<file path="src/rtl/tmds_encoder.sv">
// DVI TMDS 8b/10b encoder for one colour channel with running DC-disparity tracking.
// Define TMDS_PIPE2_EN to register the transition-minimised word before the DC-balance stage (latency 2).
module tmds_encoder (
  input  logic       clk_in,
  input  logic       rst_in,
  input  logic       de,
  input  logic [1:0] ctrl,
  input  logic [7:0] data_in,
  output logic [9:0] tmds_out,
  output logic [4:0] disp_cnt
);

  localparam logic [9:0] CTRL_00 = 10'b1101010100;
  localparam logic [9:0] CTRL_01 = 10'b0010101011;
  localparam logic [9:0] CTRL_10 = 10'b0101010100;
  localparam logic [9:0] CTRL_11 = 10'b1010101011;

  logic [3:0] n1d;
  logic       use_xnor;
  logic [8:0] qm_a;

  always_comb begin
    n1d = 4'd0;
    for (int i = 0; i < 8; i++) n1d = n1d + 4'(data_in[i]);
    use_xnor = (n1d > 4'd4) || (n1d == 4'd4 && !data_in[0]);
    qm_a = 9'd0;
    qm_a[0] = data_in[0];
    for (int i = 1; i < 8; i++)
      qm_a[i] = use_xnor ? ~(qm_a[i-1] ^ data_in[i]) : (qm_a[i-1] ^ data_in[i]);
    qm_a[8] = ~use_xnor;
  end

  logic [8:0] qm_b;
  logic       de_b;
  logic [1:0] ctrl_b;

`ifdef TMDS_PIPE2_EN
  always_ff @(posedge clk_in) begin
    if (rst_in) begin
      qm_b   <= 9'd0;
      de_b   <= 1'b0;
      ctrl_b <= 2'b00;
    end else begin
      qm_b   <= qm_a;
      de_b   <= de;
      ctrl_b <= ctrl;
    end
  end
`else
  assign qm_b   = qm_a;
  assign de_b   = de;
  assign ctrl_b = ctrl;
`endif

  // Disparity kept as 5-bit two's complement; all sums wrap mod 32, |cnt|<=10 by construction.
  logic [4:0] cnt;
  logic [3:0] n1;
  logic [4:0] diff;
  logic [9:0] sym_nx;
  logic [4:0] cnt_nx;
  logic       cnt_zero, cnt_pos, cnt_neg;

  always_comb begin
    n1 = 4'd0;
    for (int i = 0; i < 8; i++) n1 = n1 + 4'(qm_b[i]);
    diff     = {n1, 1'b0} - 5'd8;   // n1 - n0
    cnt_zero = (cnt == 5'd0);
    cnt_neg  = cnt[4];
    cnt_pos  = !cnt[4] && !cnt_zero;
    sym_nx   = CTRL_00;
    cnt_nx   = 5'd0;
    if (!de_b) begin
      case (ctrl_b)
        2'b00:   sym_nx = CTRL_00;
        2'b01:   sym_nx = CTRL_01;
        2'b10:   sym_nx = CTRL_10;
        default: sym_nx = CTRL_11;
      endcase
    end else if (cnt_zero || n1 == 4'd4) begin
      sym_nx = {~qm_b[8], qm_b[8], qm_b[8] ? qm_b[7:0] : ~qm_b[7:0]};
      cnt_nx = qm_b[8] ? cnt + diff : cnt - diff;
    end else if ((cnt_pos && n1 > 4'd4) || (cnt_neg && n1 < 4'd4)) begin
      sym_nx = {1'b1, qm_b[8], ~qm_b[7:0]};
      cnt_nx = cnt + {3'b000, qm_b[8], 1'b0} - diff;
    end else begin
      sym_nx = {1'b0, qm_b[8], qm_b[7:0]};
      cnt_nx = cnt - {3'b000, ~qm_b[8], 1'b0} + diff;
    end
  end

  always_ff @(posedge clk_in) begin
    if (rst_in) begin
      tmds_out <= CTRL_00;
      cnt      <= 5'd0;
    end else begin
      tmds_out <= sym_nx;
      cnt      <= cnt_nx;
    end
  end

  assign disp_cnt = cnt;

endmodule

</file>
<file path="config.mk">
export PLATFORM = sky130hd
export DESIGN_NAME = tmds_encoder
export DESIGN_NICKNAME = d
export VERILOG_FILES = /design/src/rtl/tmds_encoder.sv
export SDC_FILE = /design/constraint.sdc
export NUM_CORES = 1
export LEC_CHECK = 0
export CORE_AREA = 2 2 44 87
export DETAILED_ROUTE_END_ITERATION = 8
export DIE_AREA = 0 0 46 89
export GPL_ROUTABILITY_DRIVEN = 0
export PLACE_DENSITY = 0.79
export SYNTH_ARGS = -nofsm -noshare
export SYNTH_HDL_FRONTEND = slang
export SYNTH_SLANG_ARGS = --single-unit
</file>
<file path="constraint.sdc">
create_clock -name clk_in -period 10.2 [get_ports clk_in]
set_clock_uncertainty 0.1 [all_clocks]
set_input_delay 2.04 -clock clk_in [delete_from_list [all_inputs] [get_ports clk_in]]
set_output_delay 2.04 -clock clk_in [all_outputs]
set_load 0.005 [all_outputs]
</file>
======== After elaboration in Yosys (flattened, before gate mapping) ========
Index checks and enable logic that the tools add are counted.
storage, ports and cells
  output and inout port bits .............. 15
  register bits after elaboration ......... 15
  bits of input ports ..................... 13
  word-level logic and storage cells ...... 75
cells by class
  add/sub/neg operators ................... 21
  $lt $le $gt $ge ......................... 3
  equal/unequal tests ..................... 4
  mux-type cells .......................... 15
  bitwise logic cells ..................... 17
  reductions and logical operators ........ 13
operator list
  cell                                                                              number
  4-bit by 1-bit adder with 4-bit output                                            8
  10-bit 2-to-1 mux                                                                 3
  10-bit one-hot mux with 3 select lines                                            1
  5-bit 2-to-1 mux                                                                  3
  5-bit adder                                                                       2
  5-bit subtractor                                                                  2
  1-bit NOT                                                                         9
  3-bit by 1-bit adder with 4-bit output                                            2
  4-bit by 3-bit equality test with 1-bit output (second input constant)            2
  4-bit by 3-bit greater-than comparator with 1-bit output (second input constant)  2
  8-bit 2-to-1 mux                                                                  1
  8-bit NOT                                                                         1
  1-bit 2-to-1 mux                                                                  7
  1-bit XOR                                                                         7
  2-bit by 1-bit adder with 3-bit output                                            2
  5-bit by 2-bit adder with 5-bit output                                            1
  5-bit logical NOT                                                                 1
  5-bit by 2-bit subtractor with 5-bit output                                       1
  5-bit by 4-bit subtractor with 5-bit output (second input constant)               1
  1-bit by 1-bit adder with 2-bit output                                            2
  1-bit logical AND                                                                 4
  4-bit by 3-bit less-than comparator with 1-bit output (second input constant)     1
  1-bit logical NOT                                                                 3
  1-bit logical OR                                                                  3
  other kinds (4)                                                                   4

======== Depth between registers and ports, before layout ========
Gate-level depths: netlist of the first run.
  word-level depth ........................ 36
  depth in mapped cells ................... 27
  gate-level depth less buffers ........... 26

======== Worst setup path before layout of the first run ========
Ideal clock, no wire load.
  path kind ............................... input-to-reg
  from .................................... input data_in[0]
  to ...................................... register cnt[4], in the netlist disp_cnt[4]
  slack ................................... 0.951 ns
  library setup time ...................... 0.074 ns
  data arrival time ....................... 9.075 ns
  buffers on the path ..................... 1
  cell stages on the path ................. 27
  data required time ...................... 10.026 ns
  path through ............................ inv_1 -> fa_1 -> fa_1 -> fa_1 -> inv_1 -> ha_1 -> fa_1 -> nor3b_1 -> o21ai_0 -> a21oi_1 -> buf_2 -> xor2_1 -> fa_1 -> inv_1 -> fa_1 -> fa_1 -> ha_1 -> inv_1 -> fa_1 -> ha_1 -> mux2i_1 -> ha_1 -> a21o_1 -> a21oi_1 -> xor2_1 -> o32a_1 -> a31oi_1
on the way
  longest elaborated chain between the ends .. 35
  elaborated cells between the ends (all ways) .. 58
  classes of those cells .................. add/sub (21); order compare (3); eq/ne (2); mux (10); bitwise (15); reduce/logical (7)
RTL lines
  what                                                                             RTL line  source
  start: declaration                                                               8         input logic [7:0] data_in,
  branches (longest 34 deep; another with 3-bit by 1-bit adder with 4-bit output)  --
  5-bit 2-to-1 mux (*)                                                             79        end else if (cnt_zero || n1 == 4'd4) begin
  end signal: assignment                                                           97        cnt <= cnt_nx;
  end: declaration                                                                 56        logic [4:0] cnt;
Every way passes the cells marked *.
A chain may end at the register's enable or synchronous reset.

======== Worst setup path in the final report of the first run ========
Ends and elaborated chain as after synthesis.

==> run metrics, run 1 <==
status=complete, no violations; total grt overflow=0; Yosys reg bits=14; First-pass DRT Iterations=4; crit-path most repeated cell=fa_1; MaxCap Viol Count=0; Horiz. Die Dim=46 um; Post-DP HPWL=about 3200 um; die outline area=4090 sq um; final hold violations=0; postcts setup bufs=0; crit end category=flop; # rows=30; drt wl/cell=14.7 um; Iter 0 DRT Violations=25; max-slew violations=0; clk sink count=14; initial antenna violation count=0; global-route wire length before repair=between 6000 and 7000 um; CP required=10.28 ns; Antenna Cells=0; final count of negative-setup-slack endpoints=0; final worst path period need=9.76 ns; Mapped Nets=241; Post-Syn Instances=192; DIE HEIGHT=89 um; vias=1387; Max Root-Sink Buffers=2; port bufs=26; slowest stage delay, CP=roughly 0.56 ns; Final TNS setup=0 ns; largest net degree at the start of global routing=18; CTS tree=built; hold_buf cts=0; RSZ-0062 raised after global routing=false; post-route ant nets=0; critical-path maximum fanout=4; Area Overhead vs Synth=19.3%; worst-skew pair later-pin latency=approximately 0.25 ns; kind of critical path=in2reg; Post-synth EDFFs=0; Seq/Total Area, Yosys=15.3%; TritonCTS Buffers=3; HP Class=reg2reg; GRT Util Overall=between 20% and 30%; YS warnings=0; crit share post-route=95.7%; buffers and inverters on the worst path=5; startpoint types=input pin; Reg clk slew, reported paths=0.06 ns; post-cts gate resize count=0; synthesized area per cell=9.55 sq um; DRC Markers=0; Top FF cell, synth=dfxtp_1; root buffer cell=clkbuf_8; drt via density=5.50; layout cells sized above 1=around 10%; I/O Pins=28; Post-synth ARST share=0%; Worst EP arrival=9.84 ns; Worst path top cell family by delay=adder cells; Post-Syn Area=1830 sq um; Slowest-stage cell, CP=fa_1; Worst-Margin Slew=~0.57 ns; Yosys cell types=47; Core Region=3380 sq um; wirelength, routed=3710 um; # H-tree levels=1; maximum clock frequency=between 0.1 and 0.15 GHz; vias in the first global route=1469; Rel. slew slack=61.9%; Nets=270; Starting Density=54.3%
[kinds of logic (layout without fill, tap and decap cells)]
| kind of cell | Yosys count | after routing | share of synthesized area [%] |
|---|---|---|---|
| adders and majority gates | 38 | 38 | 31.4 |
| buffers and inverters | 37 | 65 | 7.85 |
| muxes | 5 | 5 | 2.94 |
| DFF | 14 | 14 | 15.3 |
| other | 1 | 1 | 0.205 |
| and+or+nand+nor | 32 | 32 | 9.08 |
| AOI/OAI and AO/OA | 35 | 35 | 14.2 |
| xor gates and xnor gates | 30 | 30 | 19.0 |
[cell type report]
cell class | count | area (sq um)
inverters | 32 | 120
well taps | 32 | 40.0
fillers | 280 | 1190
flip-flops and latches | 14 | 280
multi-input cells | 141 | 1410
clock buffers | 4 | 55.1
repair buffers | 29 | 283
[worst paths after layout]
check / startpoint / end / slack, ns / cells after the start
worst max-delay path: data_in[0] / disp_cnt[4]$_SDFF_PP0_ / 0.44 / 27
worst min-delay path: disp_cnt[1]$_SDFF_PP0_ / disp_cnt[1]$_SDFF_PP0_ / 0.73 / 3
worst max register to register: disp_cnt[1]$_SDFF_PP0_ / disp_cnt[4]$_SDFF_PP0_ / 7.85 / 9
worst min register to register: disp_cnt[1]$_SDFF_PP0_ / disp_cnt[1]$_SDFF_PP0_ / 0.73 / 3
[state kept, by name (all words and copies together), names as in the netlist]
| name | flops |
|---|---|
| tmds_out | 10 |
| disp_cnt | 4 |
[layout by cell type (no fill, tap or decap), drive strengths merged, types with 2 or more instances in the layout]
cell,instances
a211oi,3
a21o,6
a21oi,9
a31oi,3
buf,3
clkbuf,4
clkdlybuf4s50,26
dfxtp,14
fa,14
ha,22
inv,32
maj3,2
mux2i,5
nand2,4
nand2b,3
nand3,3
nor2,10
nor3,4
nor3b,2
o22ai,2
or2,3
xnor2,21
xor2,9
[routing by layer]
metal  track usage, %  routed length, um  part of all wire, %  vias to the layer above
met1             20.7               1250                   34                      659
met5                0                  0                    0                        -
met4             10.6                174                  4.7                        0
met2             40.8               2200                   59                       29
li1                 -                  -                    -                      685
met3             2.02                 79                  2.1                       14
[stage by stage]
stage	cells	hold WS [ns]	utilization (%)	setup WS, ns	area, sq um
after global routing	252	0.793	64.7	0.00125	2190
after CTS	252	0.745	64.7	0.394	2190
after global placement	248	0.694	63.1	0.307	2130
after floorplan	192	0.638	-	0.951	1830
after detailed placement	248	0.727	63.1	0.162	2130
final	252	0.734	64.7	0.441	2190
[cell usage after synthesis (all sizes together) (4+ instances only)]
cell type   n  area (sq um)
xor2        9          93.8
a21o        6          45.0
ha         22           275
a21oi       9          45.0
inv        32           120
nor2       10          37.5
dfxtp      14           280
mux2i       5          53.8
nand2       4          15.0
xnor2      21           255
fa         14           280
nor3        4          25.0
[worst reg2reg max path: stages, from the launching register on]
cell     delay, ns
dfxtp_1       0.46
inv_1         0.16
fa_1          0.43
inv_1         0.10
ha_1          0.13
a21oi_1       0.07
maj3_1        0.38
xnor2_1       0.14
o32a_1        0.17
a31oi_1       0.14
Power of run 1 is not shown: default switching activity piles up to over one toggle a cycle in this logic, so the estimate is an artifact.
==> inputs of run 2 (changes only) <==
CAP_MARGIN = 10   (was default)
CORE_AREA = 2 2 51 76   (was 2 2 44 87)
DIE_AREA = 0 0 53 78   (was 0 0 46 89)
PLACE_DENSITY = 0.78   (was 0.79)
==> run 2 against run 1 <==
Against the previous run:
- non-clock buffer count did not move
- first-iteration DRC count fell by 8.0%
- routed wire length fell by 1.3%
- critical path type unchanged
- critical endpoint unchanged
==> run metrics, run 2 (synthesized netlist as in run 1, its figures left out) <==
CTS tree=built; TritonCTS Buffers=3; final core utilization=about 65%; vias=~1400; Core Region=3420 sq um; Placed Area=2140 sq um; buffers and inverters on the worst path=5; Horiz. Die Dim=53 um; # rows=26; WHS Path Cells=3; Area Overhead vs Synth=20.2%; final instance area=2200 sq um; Reg clk slew, reported paths=0.06 ns; crit-path most repeated cell=fa_1; wirelength, routed=3660 um; final worst path period need=9.69 ns; largest net degree at the start of global routing=18; critical-path maximum fanout=4; HP Class=reg2reg; DIE HEIGHT=78 um; initial antenna violation count=0; worst r2r path cells=9; final hold violations=0; final count of negative-setup-slack endpoints=0; Iter 0 DRT Violations=23; Final TNS setup=0 ns; maximum clock frequency=0.103 GHz; die outline area=4130 sq um; startpoint types=input pin; First-pass DRT Iterations=4; storage element area=280 sq um; # H-tree levels=1; Slowest-stage cell, CP=fa_1; drt wl/cell=14.0 um; FILL cells=slightly below 300; Starting Density=between 50% and 60%; r2r setup slk=7.83 ns; Max Root-Sink Buffers=2; I/O Pins=28; hold endpoint=disp_cnt[1]$_SDFF_PP0_; worst-skew pair later-pin latency=0.25 ns; worst flop-to-flop path startpoint=disp_cnt[1]$_SDFF_PP0_; root buffer cell=clkbuf_8; r2r endpoint=disp_cnt[4]$_SDFF_PP0_; hold_sp=disp_cnt[1]$_SDFF_PP0_; status=complete, no violations; crit end category=flop; crit share post-route=95.0%; max reg flops=10; most flop-heavy register=tmds_out; Rel. slew slack=63.1%; max-slew violations=0; drt via density=5.33; Worst EP arrival=9.77 ns; RSZ-0062 raised after global routing=false; most frequent cells in the layout=30 x inv_1, 26 x clkdlybuf4s50_1, 22 x ha_1, 16 x xnor2_1; CP required=slightly above 10 ns; kind of critical path=in2reg; Worst-Margin Slew=0.551 ns; Min Hold Slack=0.714 ns; GRT Util Overall=19.9%; total grt overflow=0; layout cells sized above 1=10.5%; Nets=270; global-route wire length before repair=6240 um; vias in the first global route=1429; Post-DP HPWL=between 3000 and 4000 um; Antenna Cells=0; MaxCap Viol Count=0; port bufs=26; clk sink count=14; DRC Markers=0; Worst path top cell family by delay=adder cells; slowest stage delay, CP=0.56 ns; area of the multi-input gates=1410 sq um; post-route ant nets=0; commonest non-fill, non-tap cell in the layout=inv_1
## run 2: changes by cell type in the layout (fill, tap and decap cells not counted)
cell / delta
a21oi_1: -1
a21oi_2: +1
## run 2: through the flow
step | worst slack [ns] | cells
6_report | 0.510 | 262
5_1_grt | 0.0697 | 262
4_1_cts | 0.420 | 262
2_1_floorplan | 0.951 | 192
3_5_place_dp | 0.153 | 258
3_3_place_gp | 0.365 | 258
## run 2: layer usage
layer / GRT usage [%] / part of all wire (%)
met5: 0 / 0
met1: 20.9 / 36
met3: 1.92 / 2.6
met2: 39.1 / 60
met4: 5.90 / 1.4
## run 2: final cells by class
| type | count | area share (%) |
|---|---|---|
| Multi-Input combinational cell | 141 | 64.1 |
| Timing Repair Buffer | 29 | 12.8 |
| Sequential cell | 14 | 12.7 |
| Inverter | 32 | 5.45 |
| Clock buffer | 4 | 2.50 |
| Tap cell | 42 | 2.39 |
## run 2: worst max-delay path by stage
stage                     startpoint                endpoint  slack, ns  cells after the start
after floorplan           data_in[0]  disp_cnt[4]$_SDFF_PP0_       0.95                     27
after global placement    data_in[0]  disp_cnt[4]$_SDFF_PP0_       0.37                     27
after detailed placement  data_in[0]  disp_cnt[4]$_SDFF_PP0_       0.15                     27
after CTS                 data_in[0]  disp_cnt[4]$_SDFF_PP0_       0.42                     27
after global routing      data_in[0]  disp_cnt[4]$_SDFF_PP0_       0.07                     27
final                     data_in[0]  disp_cnt[4]$_SDFF_PP0_       0.51                     27
## run 2: worst reg2reg max path, cell delays in order, from the launching register on
cell and delay, ns:
dfxtp_1 0.46, inv_1 0.15, fa_1 0.43, inv_1 0.11, ha_1 0.24, a21oi_1 0.20, maj3_1 0.21, xnor2_1 0.12
o32a_1 0.16, a31oi_1 0.07
## run 2: repair_timing
item | CTS | global route
endpoints found under the setup margin | 0 | 1
hold buffers | 0 | 0
resized for setup | 0 | 1
setup buffers | 0 | 0
endpoints found under the hold margin | 0 | 0
Power of run 2 is left out for the same reason.
